<file path="src/rtl/ov_stream_pkg.sv">
`default_nettype none
// ============================================================================
// Module      : ov_stream_pkg
// Description : Shared types, pattern-mode codes, RGB565 bar palette and
//               frame-geometry helpers for the OV7670-style stream source.
// Revision    : 1.0 - initial release
// ============================================================================
package ov_stream_pkg;

    // Timing FSM states; encodings are fixed so that debug taps read stably
    typedef enum logic [2:0] {
        S_IDLE   = 3'd0,
        S_VSYNC  = 3'd1,
        S_VBP    = 3'd2,
        S_ACTIVE = 3'd3,
        S_VFP    = 3'd4
    } ov_state_t;

    // Test-pattern selectors
    localparam logic [1:0] MODE_CONST = 2'd0;
    localparam logic [1:0] MODE_RAMP  = 2'd1;
    localparam logic [1:0] MODE_BARS  = 2'd2;
    localparam logic [1:0] MODE_CHECK = 2'd3;

    // Classic eight-bar palette in RGB565, left to right
    function automatic logic [15:0] bar_rgb565(input logic [2:0] bar);
        logic [15:0] rgb;
        case (bar)
            3'd0:    rgb = 16'hFFFF;   // white
            3'd1:    rgb = 16'hFFE0;   // yellow
            3'd2:    rgb = 16'h07FF;   // cyan
            3'd3:    rgb = 16'h07E0;   // green
            3'd4:    rgb = 16'hF81F;   // magenta
            3'd5:    rgb = 16'hF800;   // red
            3'd6:    rgb = 16'h001F;   // blue
            default: rgb = 16'h0000;   // black
        endcase
        return rgb;
    endfunction

    // Beats per line: active bytes plus horizontal blanking
    function automatic int h_total(input int h_active, input int bpp, input int h_blank);
        return h_active * bpp + h_blank;
    endfunction

    // Lines per frame: sync, back porch, active and front porch
    function automatic int v_total(input int vs_w, input int v_bp,
                                   input int v_active, input int v_fp);
        return vs_w + v_bp + v_active + v_fp;
    endfunction

endpackage
`default_nettype wire

</file>
<file path="src/rtl/ov_pattern_lut.sv">
`default_nettype none
// ============================================================================
// Module      : ov_pattern_lut
// Description : Combinational test-pattern generator. Maps pixel position,
//               frame parity and the selected mode to one PIX_W-bit pixel.
// Revision    : 1.0 - initial release
// ============================================================================
module ov_pattern_lut
    import ov_stream_pkg::*;
#(
    parameter int PIX_W    = 16,
    parameter int H_ACTIVE = 640
) (
    input  logic [1:0]       mode,
    input  logic [15:0]      x,
    input  logic             y_bit3,
    input  logic             frame_lsb,
    input  logic [PIX_W-1:0] const_val,
    output logic [PIX_W-1:0] pixel
);

    logic [18:0] w_x8;
    logic [18:0] w_bar_q;
    logic [2:0]  w_bar;

    // Pattern selection; bar index is clamped so blanking-time x never aliases
    always_comb begin
        w_x8    = {x, 3'b000};
        w_bar_q = w_x8 / 19'(H_ACTIVE);
        w_bar   = (w_bar_q > 19'd7) ? 3'd7 : w_bar_q[2:0];
        pixel   = '0;
        case (mode)
            MODE_CONST: pixel = const_val;
            MODE_RAMP:  pixel = PIX_W'(x);
            MODE_BARS:  pixel = (PIX_W == 16) ? PIX_W'(bar_rgb565(w_bar)) : PIX_W'(w_bar);
            MODE_CHECK: pixel = {PIX_W{x[3] ^ y_bit3 ^ frame_lsb}};
            default:    pixel = '0;
        endcase
    end

endmodule
`default_nettype wire

</file>
<file path="src/rtl/ov_stream_gen.sv">
`default_nettype none
// ============================================================================
// Module      : ov_stream_gen
// Description : Parametrised OV7670-style camera source. Emits vsync/href and
//               byte-serial pixel data on an emulated PCLK beat strobe, with
//               selectable test patterns. Counters are 16 bits wide, which
//               bounds every timing parameter to 65535.
// Revision    : 1.0 - initial release
// ============================================================================
module ov_stream_gen
    import ov_stream_pkg::*;
#(
    parameter int DATA_W   = 8,
    parameter int BPP      = 2,
    parameter int H_ACTIVE = 640,
    parameter int H_BLANK  = 144,
    parameter int V_ACTIVE = 480,
    parameter int VS_W     = 3,
    parameter int V_BP     = 17,
    parameter int V_FP     = 10,
    parameter int CLK_DIV  = 1
) (
    input  logic                  sys_clk,
    input  logic                  rst,
    input  logic                  enable,
    input  logic [1:0]            mode,
    input  logic [DATA_W*BPP-1:0] const_val,
    output logic                  ov_vsync,
    output logic                  ov_href,
    output logic                  ov_beat,
    output logic [DATA_W-1:0]     ov_data,
    output logic [15:0]           frame_cnt,
    output logic                  frame_done,
    output logic                  busy
);

    localparam int PIX_W       = DATA_W * BPP;
    localparam int H_TOTAL     = h_total(H_ACTIVE, BPP, H_BLANK);
    localparam int H_ACT_BEATS = H_ACTIVE * BPP;
    localparam int DIV_W       = (CLK_DIV > 1) ? $clog2(CLK_DIV) : 1;
    localparam int B_W         = (BPP > 1) ? $clog2(BPP) : 1;

    // Position of the next beat to be emitted
    ov_state_t        r_state;
    logic [15:0]      r_h;       // beat within line
    logic [15:0]      r_v;       // line within current state
    logic [15:0]      r_x;       // pixel column, tracks r_h / BPP
    logic [B_W-1:0]   r_b;       // byte index, tracks r_h % BPP
    logic [DIV_W-1:0] r_div;
    logic [1:0]       r_mode;

    logic             w_beat;
    logic             w_line_end;
    logic             w_last_line;
    logic             w_href;
    logic [15:0]      w_lines;
    logic [DIV_W-1:0] w_div_next;
    logic [PIX_W-1:0] w_pix;
    logic [DATA_W-1:0] w_byte;

    ov_pattern_lut #(
        .PIX_W    (PIX_W),
        .H_ACTIVE (H_ACTIVE)
    ) u_pattern_lut (
        .mode      (r_mode),
        .x         (r_x),
        .y_bit3    (r_v[3]),
        .frame_lsb (frame_cnt[0]),
        .const_val (const_val),
        .pixel     (w_pix)
    );

    assign busy = (r_state != S_IDLE);

    // Beat strobe, line/state boundary detection and MSB-first byte select
    always_comb begin
        w_beat     = (r_div == '0);
        w_div_next = (r_div == DIV_W'(CLK_DIV - 1)) ? '0 : r_div + 1'b1;
        w_line_end = (r_h == 16'(H_TOTAL - 1));
        case (r_state)
            S_VSYNC:  w_lines = 16'(VS_W);
            S_VBP:    w_lines = 16'(V_BP);
            S_ACTIVE: w_lines = 16'(V_ACTIVE);
            S_VFP:    w_lines = 16'(V_FP);
            default:  w_lines = 16'd1;
        endcase
        w_last_line = (r_v == w_lines - 16'd1);
        w_href      = (r_state == S_ACTIVE) && (r_h < 16'(H_ACT_BEATS));
        w_byte      = '0;
        for (int i = 0; i < BPP; i++) begin
            if (r_b == B_W'(i)) begin
                w_byte = w_pix[PIX_W-1-i*DATA_W -: DATA_W];
            end
        end
    end

    // Timing FSM: on each beat, register the outputs for the current position
    // and then advance it; outputs are held between beats
    always_ff @(posedge sys_clk) begin
        if (rst) begin
            r_state    <= S_IDLE;
            r_h        <= '0;
            r_v        <= '0;
            r_x        <= '0;
            r_b        <= '0;
            r_div      <= '0;
            r_mode     <= MODE_CONST;
            ov_vsync   <= 1'b0;
            ov_href    <= 1'b0;
            ov_beat    <= 1'b0;
            ov_data    <= '0;
            frame_cnt  <= '0;
            frame_done <= 1'b0;
        end else begin
            ov_beat    <= 1'b0;
            frame_done <= 1'b0;
            case (r_state)
                S_IDLE: begin
                    if (enable) begin
                        r_state <= S_VSYNC;
                        r_mode  <= mode;
                        r_h     <= '0;
                        r_v     <= '0;
                        r_x     <= '0;
                        r_b     <= '0;
                        r_div   <= '0;
                    end
                end
                default: begin
                    r_div <= w_div_next;
                    if (w_beat) begin
                        ov_beat  <= 1'b1;
                        ov_vsync <= (r_state == S_VSYNC);
                        ov_href  <= w_href;
                        ov_data  <= w_href ? w_byte : '0;
                        if (w_line_end) begin
                            r_h <= '0;
                            r_x <= '0;
                            r_b <= '0;
                            if (w_last_line) begin
                                r_v <= '0;
                                case (r_state)
                                    S_VSYNC:  r_state <= S_VBP;
                                    S_VBP:    r_state <= S_ACTIVE;
                                    S_ACTIVE: r_state <= S_VFP;
                                    S_VFP: begin
                                        frame_done <= 1'b1;
                                        frame_cnt  <= frame_cnt + 16'd1;
                                        if (enable) begin
                                            r_state <= S_VSYNC;
                                            r_mode  <= mode;
                                        end else begin
                                            r_state <= S_IDLE;
                                        end
                                    end
                                    default:  r_state <= S_IDLE;
                                endcase
                            end else begin
                                r_v <= r_v + 16'd1;
                            end
                        end else begin
                            r_h <= r_h + 16'd1;
                            if (r_b == B_W'(BPP - 1)) begin
                                r_b <= '0;
                                r_x <= r_x + 16'd1;
                            end else begin
                                r_b <= r_b + 1'b1;
                            end
                        end
                    end
                end
            endcase
        end
    end

endmodule
`default_nettype wire
</file>
<file path="config.mk">
export PLATFORM = sky130hd
export DESIGN_NAME = ov_stream_gen
export DESIGN_NICKNAME = d
export VERILOG_FILES = /design/src/rtl/ov_stream_pkg.sv /design/src/rtl/ov_pattern_lut.sv /design/src/rtl/ov_stream_gen.sv
export SDC_FILE = /design/constraint.sdc
export NUM_CORES = 1
export LEC_CHECK = 0
export ABC_AREA = 1
export BUFFER_PORTS_ARGS = -buffer_cell sky130_fd_sc_hd__buf_2
export CORE_ASPECT_RATIO = 2
export CORE_MARGIN = 10
export CORE_UTILIZATION = 55
export CTS_CLUSTER_SIZE = 25
export DETAILED_ROUTE_END_ITERATION = 10
export HOLD_SLACK_MARGIN = 0.05
export PLACE_DENSITY = 0.75
export SKIP_LAST_GASP = 1
export SLEW_MARGIN = 30
export SYNTH_ARGS = -nofsm -noshare
export SYNTH_HDL_FRONTEND = slang
export SYNTH_HIERARCHICAL = 1
export SYNTH_SLANG_ARGS = --single-unit
</file>
<file path="constraint.sdc">
create_clock -name sys_clk -period 5.06 [get_ports sys_clk]
set_input_delay 1.518 -clock sys_clk [delete_from_list [all_inputs] [get_ports sys_clk]]
set_output_delay 1.518 -clock sys_clk [all_outputs]
set_load 0.01 [all_outputs]
</file>
==> results.md, run 1 <==
- Hold WC Path Type: reg -> reg
- Vias per inst: roughly 5.4
- Reg2reg start: r_x[13]$_SDFFE_PP0P_
- Cell taking the most area after synthesis: dfxtp_1
- Worst setup SP type: flip-flop
- Syn. warnings: 6
- Synth Net Count: about 920
- FF-to-FF path depth: a little over 40
- Asr flop ratio synth: 0%
- Setup CP Type: reg -> reg
- Setup TNS: 0 ns
- Placed Cells: approximately 1100
- Clk sinks: 82
- Count leader, synth: nand2_1
- Synth cell count leaders: 260 x nand2_1, 98 x nor2_1, 97 x inv_1
- Dpl hpwl: between 10 and 15 mm
- Initial antenna violation count: 0
- Final instance area: 6208 um2
- Post-synthesis instance total: between 800 and 900
- Count of final hold-check violations: 0
- Post-synth EDFFs: 0
- Total CTS buffers: 9
- Post-synthesis cell type count: 50
- Layout cells sized above 1: around 16%
- Die Area: 14850 um2
- Area Overhead vs Synth: 11.01%
- Syn Area/Cell: approximately 6.2 um2
- Min-delay src: frame_cnt[5]$_SDFFE_PP0P_
- CTS clk-pin slew, worst paths: 0.06 ns
- # hold bufs at CTS: 0
- Row count: 52
- Initial drt markers: around 360
- Longest Clk Path Bufs: 2
- FF-to-FF End: ov_data[5]$_SDFFE_PP0N_
- Post-synthesis cell area: 5593 um2
- Final antenna-violating net count: 0
- # port buffers: between 40 and 50
- Post-CTS resize count: 0
- CTS tree: yes
- GRT Resource Usage Total: about a fifth
- Crit Path Max Fanout: 5
- Crit-path most repeated cell: nand2_1
- Status: complete, no violations
- Total congestion overflow: 0
- Critical Path Max Stage Delay: between 0.4 and 0.5 ns
- Ranking of synthesized cells by area: dfxtp_1 29%, nand2_1 17%, nand3_1 6.7%
- Effective utilization at floorplan: between 50% and 60%
- Crit end category: flip-flop
- Max cap viols: 0
- Worst path slowest cell: dfxtp_1
- Main synth FF type: dfxtp_1
- Core ar.: 10020 um2
- H-tree depth: 3
- Die H: around 160 um
- Worst-Skew Late Latency: ~0.34 ns
- Final Hold Slack: about 0.45 ns
- Tot Pwr: approximately 2400 uW
- RSZ-0062 raised after global routing: no
- VDD IR max: roughly 0.25 mV
- Vias in the first global route: about 5700
- Final setup vio count: 0
- Area post-placement: about 5900 um2
- Total power density per cell area: roughly 380 nW/um2
- Sequential area share after synthesis: between 20% and 30%
- DR vias: approximately 5900
- Hold endpoint: frame_cnt[5]$_SDFFE_PP0P_
- Flop2flop setup slack: 0.84 ns
- Inserted Diodes: 0
- Clock Skew: roughly 0.0089 ns
- Fmax: roughly 240 MHz
- Boundary Pins: 50
- Slew margin rel.: 43.02%
- Layout Nets: a little under 1000
- First-pass GRT wire length: about 25 mm
- Leak: 0.002823 uW
- Crit path DAT: approximately 4.4 ns
- Root cell of the clock tree: clkbuf_16
- Drt total wl: 15.34 mm
- DR pass1 iterations: 5
- Yosys top cell area share: slightly below 30%
- Largest net degree at the start of global routing: 37
- Die X: around 91 um
- Drt wl/cell: 14.24 um
- Min Tclk post-route: roughly 4.2 ns
- Max-slew violations: 0
- Non-filler cells, final: about 1100
- Tcrit/Tclk final: a little over four fifths
- Hold Path Depth: 2
- Worst-Margin Slew: approximately 0.85 ns
- RD Place Congestion: approximately 0.89
- #FFs+latches synth: 82
- Drt drc: 0
- Setup Fix Bufs, Post-CTS: 0
- Req. time, crit path: approximately 5.3 ns
## critical path: cells and delay by family (launching register included)
kind / cells / cell delay, ns
DFF: 1 / 0.44
buffers and inverters: 4 / 0.29
and+or+nand+nor: 35 / 3.07
AOI/OAI and AO/OA: 2 / 0.29
## cells by family (layout without fill, tap and decap cells)
family / after synthesis / in the layout / share of synthesized area (%)
AND/OR/NAND/NOR: 542 / 542 / 45.37
buffers and inverters: 141 / 187 / 10.45
AO/OA/AOI/OAI: 113 / 113 / 11.66
flip-flops: 82 / 82 / 29.35
XOR/XNOR: 12 / 12 / 1.879
adder cells (fa/ha/maj): 5 / 5 / 1.119
multiplexers: 1 / 1 / 0.1790
## routing by layer
| layer | up-vias | wire (um) | global-route usage, % |
|---|---|---|---|
| met3 | 42 | 574 | 3.693 |
| met4 | 0 | 638 | 11.96 |
| met1 | 2689 | 5391 | 17.53 |
| met5 | - | 0 | 0 |
| met2 | 143 | 8735 | 41.39 |
| li1 | 2976 | - | - |
## how the worst max path moves through the flow
| stage | from | endpoint | slack [ns] |
|---|---|---|---|
| 6_report | r_x[13]$_SDFFE_PP0P_ | ov_data[5]$_SDFFE_PP0N_ | 0.84 |
| 5_1_grt | r_x[14]$_SDFFE_PP0P_ | ov_data[5]$_SDFFE_PP0N_ | 0.35 |
| 4_1_cts | r_x[13]$_SDFFE_PP0P_ | ov_data[5]$_SDFFE_PP0N_ | 0.86 |
| 3_5_place_dp | r_x[13]$_SDFFE_PP0P_ | ov_data[5]$_SDFFE_PP0N_ | 0.87 |
| 3_3_place_gp | r_x[13]$_SDFFE_PP0P_ | ov_data[5]$_SDFFE_PP0N_ | 0.98 |
| 2_1_floorplan | r_x[13]$_SDFFE_PP0P_ | ov_data[7]$_SDFFE_PP0N_ | 1.57 |
## through the flow
step                      worst slack, ns  util [%]
after floorplan                     1.565         -
after global placement             0.9832     58.78
after detailed placement           0.8715     58.78
after CTS                          0.8632     61.96
after global routing               0.3451     61.96
final                              0.8428     61.96
## cell type report
type                       instances  area (um2)
inverter                         121       459.2
multi-input combinational        673        3367
fill                            1057        3811
clock inverter                     6       90.09
tap                              135       168.9
timing repair buffer              50       252.7
sequential                        82        1642
clock buffer                      10       229.0
## state kept, by name, indices dropped and copies added (netlist names)
register	flops
frame_cnt	16
r_v	16
r_x	16
ov_data	8
r_b	1
ov_beat	1
r_mode	2
ov_href	1
r_h	16
ov_vsync	1
r_state	3
frame_done	1
## cells in the final DEF, fill, tap and decap left out, drive strengths merged, types with 3 or more instances in the layout
cell type	count
inv	121
nor4	6
xor2	10
nor2	109
a31oi	3
buf	50
a21oi	45
nor3	17
nand3b	4
o21ai	38
o21a	3
nand2	295
dfxtp	82
o211ai	7
nand3	84
nand4	23
clkinv	3
ha	5
o22ai	5
clkbuf	10
## power breakdown
group	internal (uW)	switching [uW]
Clock	434	273
Sequential	687	67.9
Combinational	254	656
Total	1370	997
(Power assumes the default switching activity.)
==> inputs of run 2 (changes only) <==
==> constraint.sdc (replaced) <==
create_clock -name sys_clk -period 3.9 [get_ports sys_clk]
set_input_delay 1.17 -clock sys_clk [delete_from_list [all_inputs] [get_ports sys_clk]]
set_output_delay 1.17 -clock sys_clk [all_outputs]
set_load 0.01 [all_outputs]
==> run 2 against run 1 <==
Net effect: the flow now finishes with violations (setup timing); fmax is 4.7% higher; sequential power is 30% higher; register-to-register slack worse by 0.97 ns; count of clock-buffer cells in the layout stayed put; design area is 7.5% higher; sequential cell count stayed put; global-route usage is 0.50 points higher; wire length is 6.6% higher; power is 26% higher; critical path type unchanged; largest cell class unchanged.
==> results.md, run 2 (synthesis gave the netlist of run 1 again) <==
- Status: finished with violations
- Failing checks: setup timing
- Setup WS post-layout: -0.1281 ns (-0.9709 ns)
- Fmax: 248.3 MHz (+4.7%)
- Area post-placement: 5957 um2 (+1.1%)
- Root cell of the clock tree: clkbuf_16
- Worst path slowest cell: dfxtp_4
- Total net switching power: 1316 uW (+32%)
- Int Power: 1675 uW (+22%)
- Die Area: 14850 um2 (unchanged)
- Critical Path Max Stage Delay: 0.42 ns (-0.02 ns)
- Worst-Margin Slew: 0.8097 ns (-0.04413 ns)
- Final instance area: 6674 um2 (+7.5%)
- Drt drc: 0 (unchanged)
- Max-slew violations: 0 (unchanged)
- Die H: 162.6 um (unchanged)
- Area Overhead vs Synth: 19.33%
- Worst setup SP type: flip-flop
- Fill cell count: 953 (-9.8%)
- Largest net degree at the start of global routing: 37 (unchanged)
- Vias in the first global route: 5827 (+2.5%)
- Hold WC Path Type: reg -> reg
- Crit end category: flip-flop
- Total power density per cell area: 448.2 nW/um2 (+17%)
- # hold bufs at CTS: 0 (unchanged)
- Drt total wl: 16.36 mm (+6.6%)
- Final setup vio count: 8 (+8)
- Total CTS buffers: 9 (unchanged)
- Effective utilization at floorplan: 55.82% (unchanged)
- Initial drt markers: 310 (-13%)
- Setup TNS: -0.6391 ns (-0.6391 ns)
- Crit path DAT: 4.24 ns (-0.19 ns)
- DR vias: 5992 (+2.4%)
- # port buffers: 49 (unchanged)
- First-pass GRT wire length: 25.74 mm (+2.1%)
- Count of final hold-check violations: 0 (unchanged)
- Worst-Skew Late Latency: 0.35 ns (about the same)
- Req. time, crit path: 4.12 ns (-1.15 ns)
- Row count: 52 (unchanged)
- Setup CP Type: reg -> reg
- Hold Path Depth: 2 (unchanged)
- Tcrit/Tclk final: 103.3% (+20 points)
- CTS clk-pin slew, worst paths: 0.06 ns (about the same)
- Slew margin rel.: 45.82% (+2.8 points)
- Drt wl/cell: 14.90 um (+4.6%)
- Initial antenna violation count: 0 (unchanged)
- Sw frac: 44.01% (+2.0 points)
- Leak: 0.003024 uW (+7.1%)
- Most frequent cells in the layout: 231 x nand2_1, 98 x nor2_1, 95 x inv_1
- Inserted Diodes: 0 (unchanged)
- Commonest non-fill, non-tap cell in the layout: nand2_1
- FF-to-FF path depth: 41 (unchanged)
- VDD IR max: 0.2925 mV (+18%)
- Layout cells sized above 1: 22.95% (+7.1 points)
- Layout Nets: 984 (+2.2%)
- DR pass1 iterations: 5 (unchanged)
- Crit-path most repeated cell: nand2_4
- Logic pwr share: 40.9% (+2.5 points)
- Longest Clk Path Bufs: 2 (unchanged)
- CTS tree: yes
- Core ar.: 10020 um2 (unchanged)
- Clock power share: 26.4% (-3.4 points)
- Max cap viols: 0 (unchanged)
- H-tree depth: 3 (unchanged)
- Min Tclk post-route: 4.028 ns (-0.1891 ns)
- Boundary Pins: 50 (unchanged)
- Flop2flop setup slack: -0.13 ns (-0.97 ns)
- Vias per inst: 5.457 (+0.47%)
- RD Place Congestion: 0.9382 (+5.3%)
- Final antenna-violating net count: 0 (unchanged)
- Clock Skew: 0.008157 ns (-0.0007921 ns)
- Dpl hpwl: 11.98 mm (+1.5%)
- Die X: 91.31 um (unchanged)
- Total congestion overflow: 0 (unchanged)
- GRT Resource Usage Total: 20.89% (+0.50 points)
- Crit Path Max Fanout: 6 (+1)
- Register share of total power: 32.8% (+1.0 points)
- RSZ-0062 raised after global routing: yes
- Clk sinks: 82 (unchanged)
==> run 2: timing repair <==
action	CTS	global route
endpoints found under the setup margin	8	8
setup buffers	1	11
pin swaps	6	43
gates resized for setup	9	80
==> run 2: per-layer routing <==
| metal | vias up | part of all wire [%] | GRT usage, % |
|---|---|---|---|
| met5 | - | 0 | 0 |
| met4 | 0 | 4.4 | 11.10 |
| met3 | 54 | 3.6 | 3.416 |
| met2 | 156 | 57 | 42.44 |
| met1 | 2762 | 35 | 18.61 |
| li1 | 3020 | - | - |
==> run 2: layout make-up <==
class | count | area, um2 | share of cell area (%)
Inverter | 121 | 469.2 | 7.030
Tap cell | 135 | 168.9 | 2.531
Clock buffer | 10 | 229.0 | 3.431
Sequential cell | 82 | 1653 | 24.77
Timing Repair Buffer | 71 | 410.4 | 6.149
Clock inverter | 6 | 43.79 | 0.6562
Multi-Input combinational cell | 673 | 3700 | 55.44
==> run 2: stage by stage <==
stage	utilization (%)	power, uW	worst slack, ns	cells	hold WS [ns]
6_report	66.61	2991	-0.1281	1098	0.4634
5_1_grt	66.61	3184	-0.3898	1098	0.4818
4_1_cts	62.49	2975	0.001096	1087	0.4620
3_5_place_dp	59.45	2195	-0.08669	1070	0.4521
3_3_place_gp	59.45	2187	-0.02576	1070	0.4486
2_1_floorplan	-	1950	0.4051	896	0.4349
==> run 2: critical path, delay by kind of cell (launching register included) <==
kind | cells | cell delay [ns]
flip-flops | 1 | 0.42
buffers and inverters | 7 | 0.40
multiplexers | 1 | 0.19
AO/OA/AOI/OAI | 3 | 0.46
AND/OR/NAND/NOR | 30 | 2.40
==> run 2: power by group through the flow <==
stage	combinational [uW]	clock (uW)	sequential, uW
2_1_floorplan	1000	0	948
3_5_place_dp	1200	0	998
3_3_place_gp	1190	0	996
5_1_grt	1370	826	992
4_1_cts	1200	801	979
6_report	1220	789	980
==> run 2: final timing paths <==
path / from / end
setup / recovery: r_x[15]$_SDFFE_PP0P_ / ov_data[7]$_SDFFE_PP0N_
hold / removal: ov_data[0]$_SDFFE_PP0N_ / ov_data[0]$_SDFFE_PP0N_
setup reg to reg: r_x[15]$_SDFFE_PP0P_ / ov_data[7]$_SDFFE_PP0N_
hold reg to reg: ov_data[0]$_SDFFE_PP0N_ / ov_data[0]$_SDFFE_PP0N_
==> inputs of run 3 (changes only) <==
--- a/config.mk
+++ b/config.mk
@@ -5,7 +5,6 @@
 export SDC_FILE = /design/constraint.sdc
 export NUM_CORES = 1
 export LEC_CHECK = 0
-export ABC_AREA = 1
 export BUFFER_PORTS_ARGS = -buffer_cell sky130_fd_sc_hd__buf_2
 export CORE_ASPECT_RATIO = 2
 export CORE_MARGIN = 10
==> run 3 against run 2 <==
Net effect: the run still ends with setup timing left; clock power is 11% higher; die area is 2.2% lower; register-to-register slack better by 0.12 ns; largest power group is now clock.
==> results.md, run 3 <==
- Synth cell count leaders: 95 x nor2_1, 82 x dfxtp_1, 67 x a21oi_1
- Worst setup SP type: flip-flop
- Worst-Skew Late Latency: 0.34 ns (about the same)
- Clock Skew: 0.005723 ns (-0.002434 ns)
- Post-synth EDFFs: 0 (unchanged)
- Count of final hold-check violations: 0 (unchanged)
- DR pass1 iterations: 5 (unchanged)
- Asr flop ratio synth: 0% (unchanged)
- Min Tclk post-route: 3.909 ns (-0.1190 ns)
- FF-to-FF End: ov_data[4]$_SDFFE_PP0N_
- Drt wl/cell: 17.67 um (+19%)
- Die X: 90.34 um (-1.1%)
- Max cap viols: 0 (unchanged)
- Initial drt markers: 366 (+18%)
- Final antenna-violating net count: 0 (unchanged)
- FF-to-FF path depth: 15 (-63%)
- Clk sinks: 82 (unchanged)
- Commonest non-fill, non-tap cell in the layout: nor2_1
- Dpl hpwl: 11.73 mm (-2.1%)
- Drt drc: 0 (unchanged)
- RD Place Congestion: 0.9155 (-2.4%)
- Pre-CTS WS: -0.09116 ns (-0.004473 ns)
- Post-synthesis cell area: 5441 um2 (-2.7%)
- Ranking of synthesized cells by area: dfxtp_1 30%, nor2_1 6.6%, a21oi_1 6.2%
- GRT Resource Usage Total: 20.89% (about the same)
- Cell taking the most area after synthesis: dfxtp_1
- Flop2flop setup slack: -0.009 ns (+0.12 ns)
- Syn Area/Cell: 7.807 um2 (+25%)
- Total congestion overflow: 0 (unchanged)
- Layout cells sized above 1: 24.45% (+1.5 points)
- Largest net degree at the start of global routing: 31 (-16%)
- Fill cell count: 825 (-13%)
- CTS tree: yes
- Inserted Diodes: 0 (unchanged)
- # port buffers: 49 (unchanged)
- Row count: 51 (-1.9%)
- Most frequent cells in the layout: 95 x nor2_1, 76 x dfxtp_1, 64 x a21oi_1
- Sequential area share after synthesis: 30.17% (+0.82 points)
- Max-slew violations: 0 (unchanged)
- Total power density per cell area: 321.4 nW/um2 (-28%)
- Synth Net Count: 723 (-22%)
- Tcrit/Tclk final: 100.2% (-3.1 points)
- Failing checks: setup timing
- #FFs+latches synth: 82 (unchanged)
- Count leader, synth: nor2_1
- Hold WC Path Type: reg -> reg
- DR vias: 5635 (-6.0%)
- Req. time, crit path: 4.12 ns (about the same)
- Die H: 160.7 um (-1.2%)
- Crit end category: flip-flop
- Slew margin rel.: 37.36% (-8.5 points)
- Post-synthesis cell type count: 84 (+68%)
- Layout Nets: 798 (-19%)
- Die Area: 14510 um2 (-2.2%)
- H-tree depth: 3 (unchanged)
- Reg2reg start: r_x[13]$_SDFFE_PP0P_
- Vias per inst: 6.199 (+14%)
- Main synth FF type: dfxtp_1
- Final Util: 68.54% (+1.9 points)
- Initial antenna violation count: 0 (unchanged)
- Effective utilization at floorplan: 56.10% (+0.28 points)
- Setup CP Type: reg -> reg
- Final setup vio count: 2 (-6)
- Crit Path Max Fanout: 6 (unchanged)
- VDD IR max: 0.3430 mV (+17%)
- Root cell of the clock tree: clkbuf_16
- Status: finished with violations
- Yosys top cell area share: 30.17% (+0.82 points)
- Vias in the first global route: 5528 (-5.1%)
- Setup WS post-layout: -0.009122 ns (+0.1190 ns)
- Syn. warnings: 6 (unchanged)
- Total CTS buffers: 9 (unchanged)
- Boundary Pins: 50 (unchanged)
- Worst-Margin Slew: 0.9362 ns (+0.1265 ns)
- Post-synthesis instance total: 697 (-22%)
- CTS clk-pin slew, worst paths: 0.07 ns (about the same)
- Fmax: 255.8 MHz (+3.0%)
- Drt total wl: 16.06 mm (-1.8%)
- End point of the critical path: ov_data[4]$_SDFFE_PP0N_
- First-pass GRT wire length: 25.62 mm (-0.46%)
- Longest Clk Path Bufs: 2 (unchanged)
- Area Overhead vs Synth: 22.17%
- Crit path from: r_x[13]$_SDFFE_PP0P_
- Leak: 0.002435 uW (-19%)
- # hold bufs at CTS: 0 (unchanged)
- RSZ-0062 raised after global routing: yes
- Crit path DAT: 4.13 ns (-0.11 ns)
- Core ar.: 9699 um2 (-3.2%)
run 3: stage by stage:
step                      hold WS (ns)  total power (uW)  std cells  area (um2)   TNS, ns
after floorplan                 0.4517              1140        697        5441         0
after global placement          0.4697              1250        882        6000         0
after detailed placement        0.4823              1255        882        6000   -0.3592
after CTS                       0.4987              2125        898        6320         0
after global routing            0.5187              2217        909        6648    -1.245
final                           0.4949              2137        909        6648  -0.01298
run 3: layout make-up:
type | instances | area (um2) | share of cell area [%]
clock buffer | 9 | 225.2 | 3.388
clock inverter | 7 | 83.83 | 1.261
inverter | 15 | 56.30 | 0.8470
multi-input combinational | 558 | 3735 | 56.18
sequential | 82 | 1662 | 25.00
tap | 132 | 165.2 | 2.484
timing repair buffer | 106 | 720.7 | 10.84
run 3: worst min path at each step:
stage	from	to	slack [ns]	cells past startpoint
after detailed placement	ov_href$_SDFFE_PP0N_	ov_href$_SDFFE_PP0N_	0.48	2
final	ov_href$_SDFFE_PP0N_	ov_href$_SDFFE_PP0N_	0.49	2
after global placement	r_h[15]$_SDFFE_PP0P_	r_h[15]$_SDFFE_PP0P_	0.47	1
after global routing	r_h[15]$_SDFFE_PP0P_	r_h[15]$_SDFFE_PP0P_	0.52	1
after floorplan	r_h[15]$_SDFFE_PP0P_	r_h[15]$_SDFFE_PP0P_	0.45	1
after CTS	ov_href$_SDFFE_PP0N_	ov_href$_SDFFE_PP0N_	0.50	2
run 3: kinds of logic after synthesis:
group           count (synthesis)  synth area share [%]
simple gates                  316                 31.41
compound gates                180                 22.60
flops                          82                 30.17
mux                            19                 3.748
fa+ha+maj                       6                 1.357
buf+inv                        57                 4.760
xor+xnor                       37                 5.955
run 3: power by group:
| part | leakage (uW) | switching [uW] | internal (uW) |
|---|---|---|---|
| registers | 0.000666 | 22.6 | 849 |
| logic | 0.00162 | 245 | 145 |
| clock network | 0.000149 | 367 | 508 |
| total | 0.00243 | 635 | 1500 |
run 3: routing by layer:
layer	routed length, um	up-vias	global-route usage (%)
met3	576	66	2.801
met1	5476	2672	19.22
li1	-	2702	-
met4	788	0	12.52
met5	0	-	0
met2	9221	195	41.50
run 3: timing repair:
item / in CTS / in global routing
cloned: 0 / 1
resized for setup: 3 / 54
setup buffers: 0 / 10
hold endpoints to repair: 0 / 0
setup endpoints to repair: 6 / 8
pin swaps: 0 / 31
run 3: worst max-delay path, cell delays in order (launching register included):
cell and delay (ns):
dfxtp_4 0.36, nor3b_2 0.17, a32o_1 0.25, a211o_1 0.28, a22oi_2 0.24, a21oi_2 0.05
a221o_1 0.39, a221o_2 0.47, maj3_2 0.34, a221oi_4 0.28, xnor2_1 0.13, o21ai_2 0.25
a21oi_1 0.12, mux2_4 0.27, a22oi_2 0.11, nor2_1 0.07
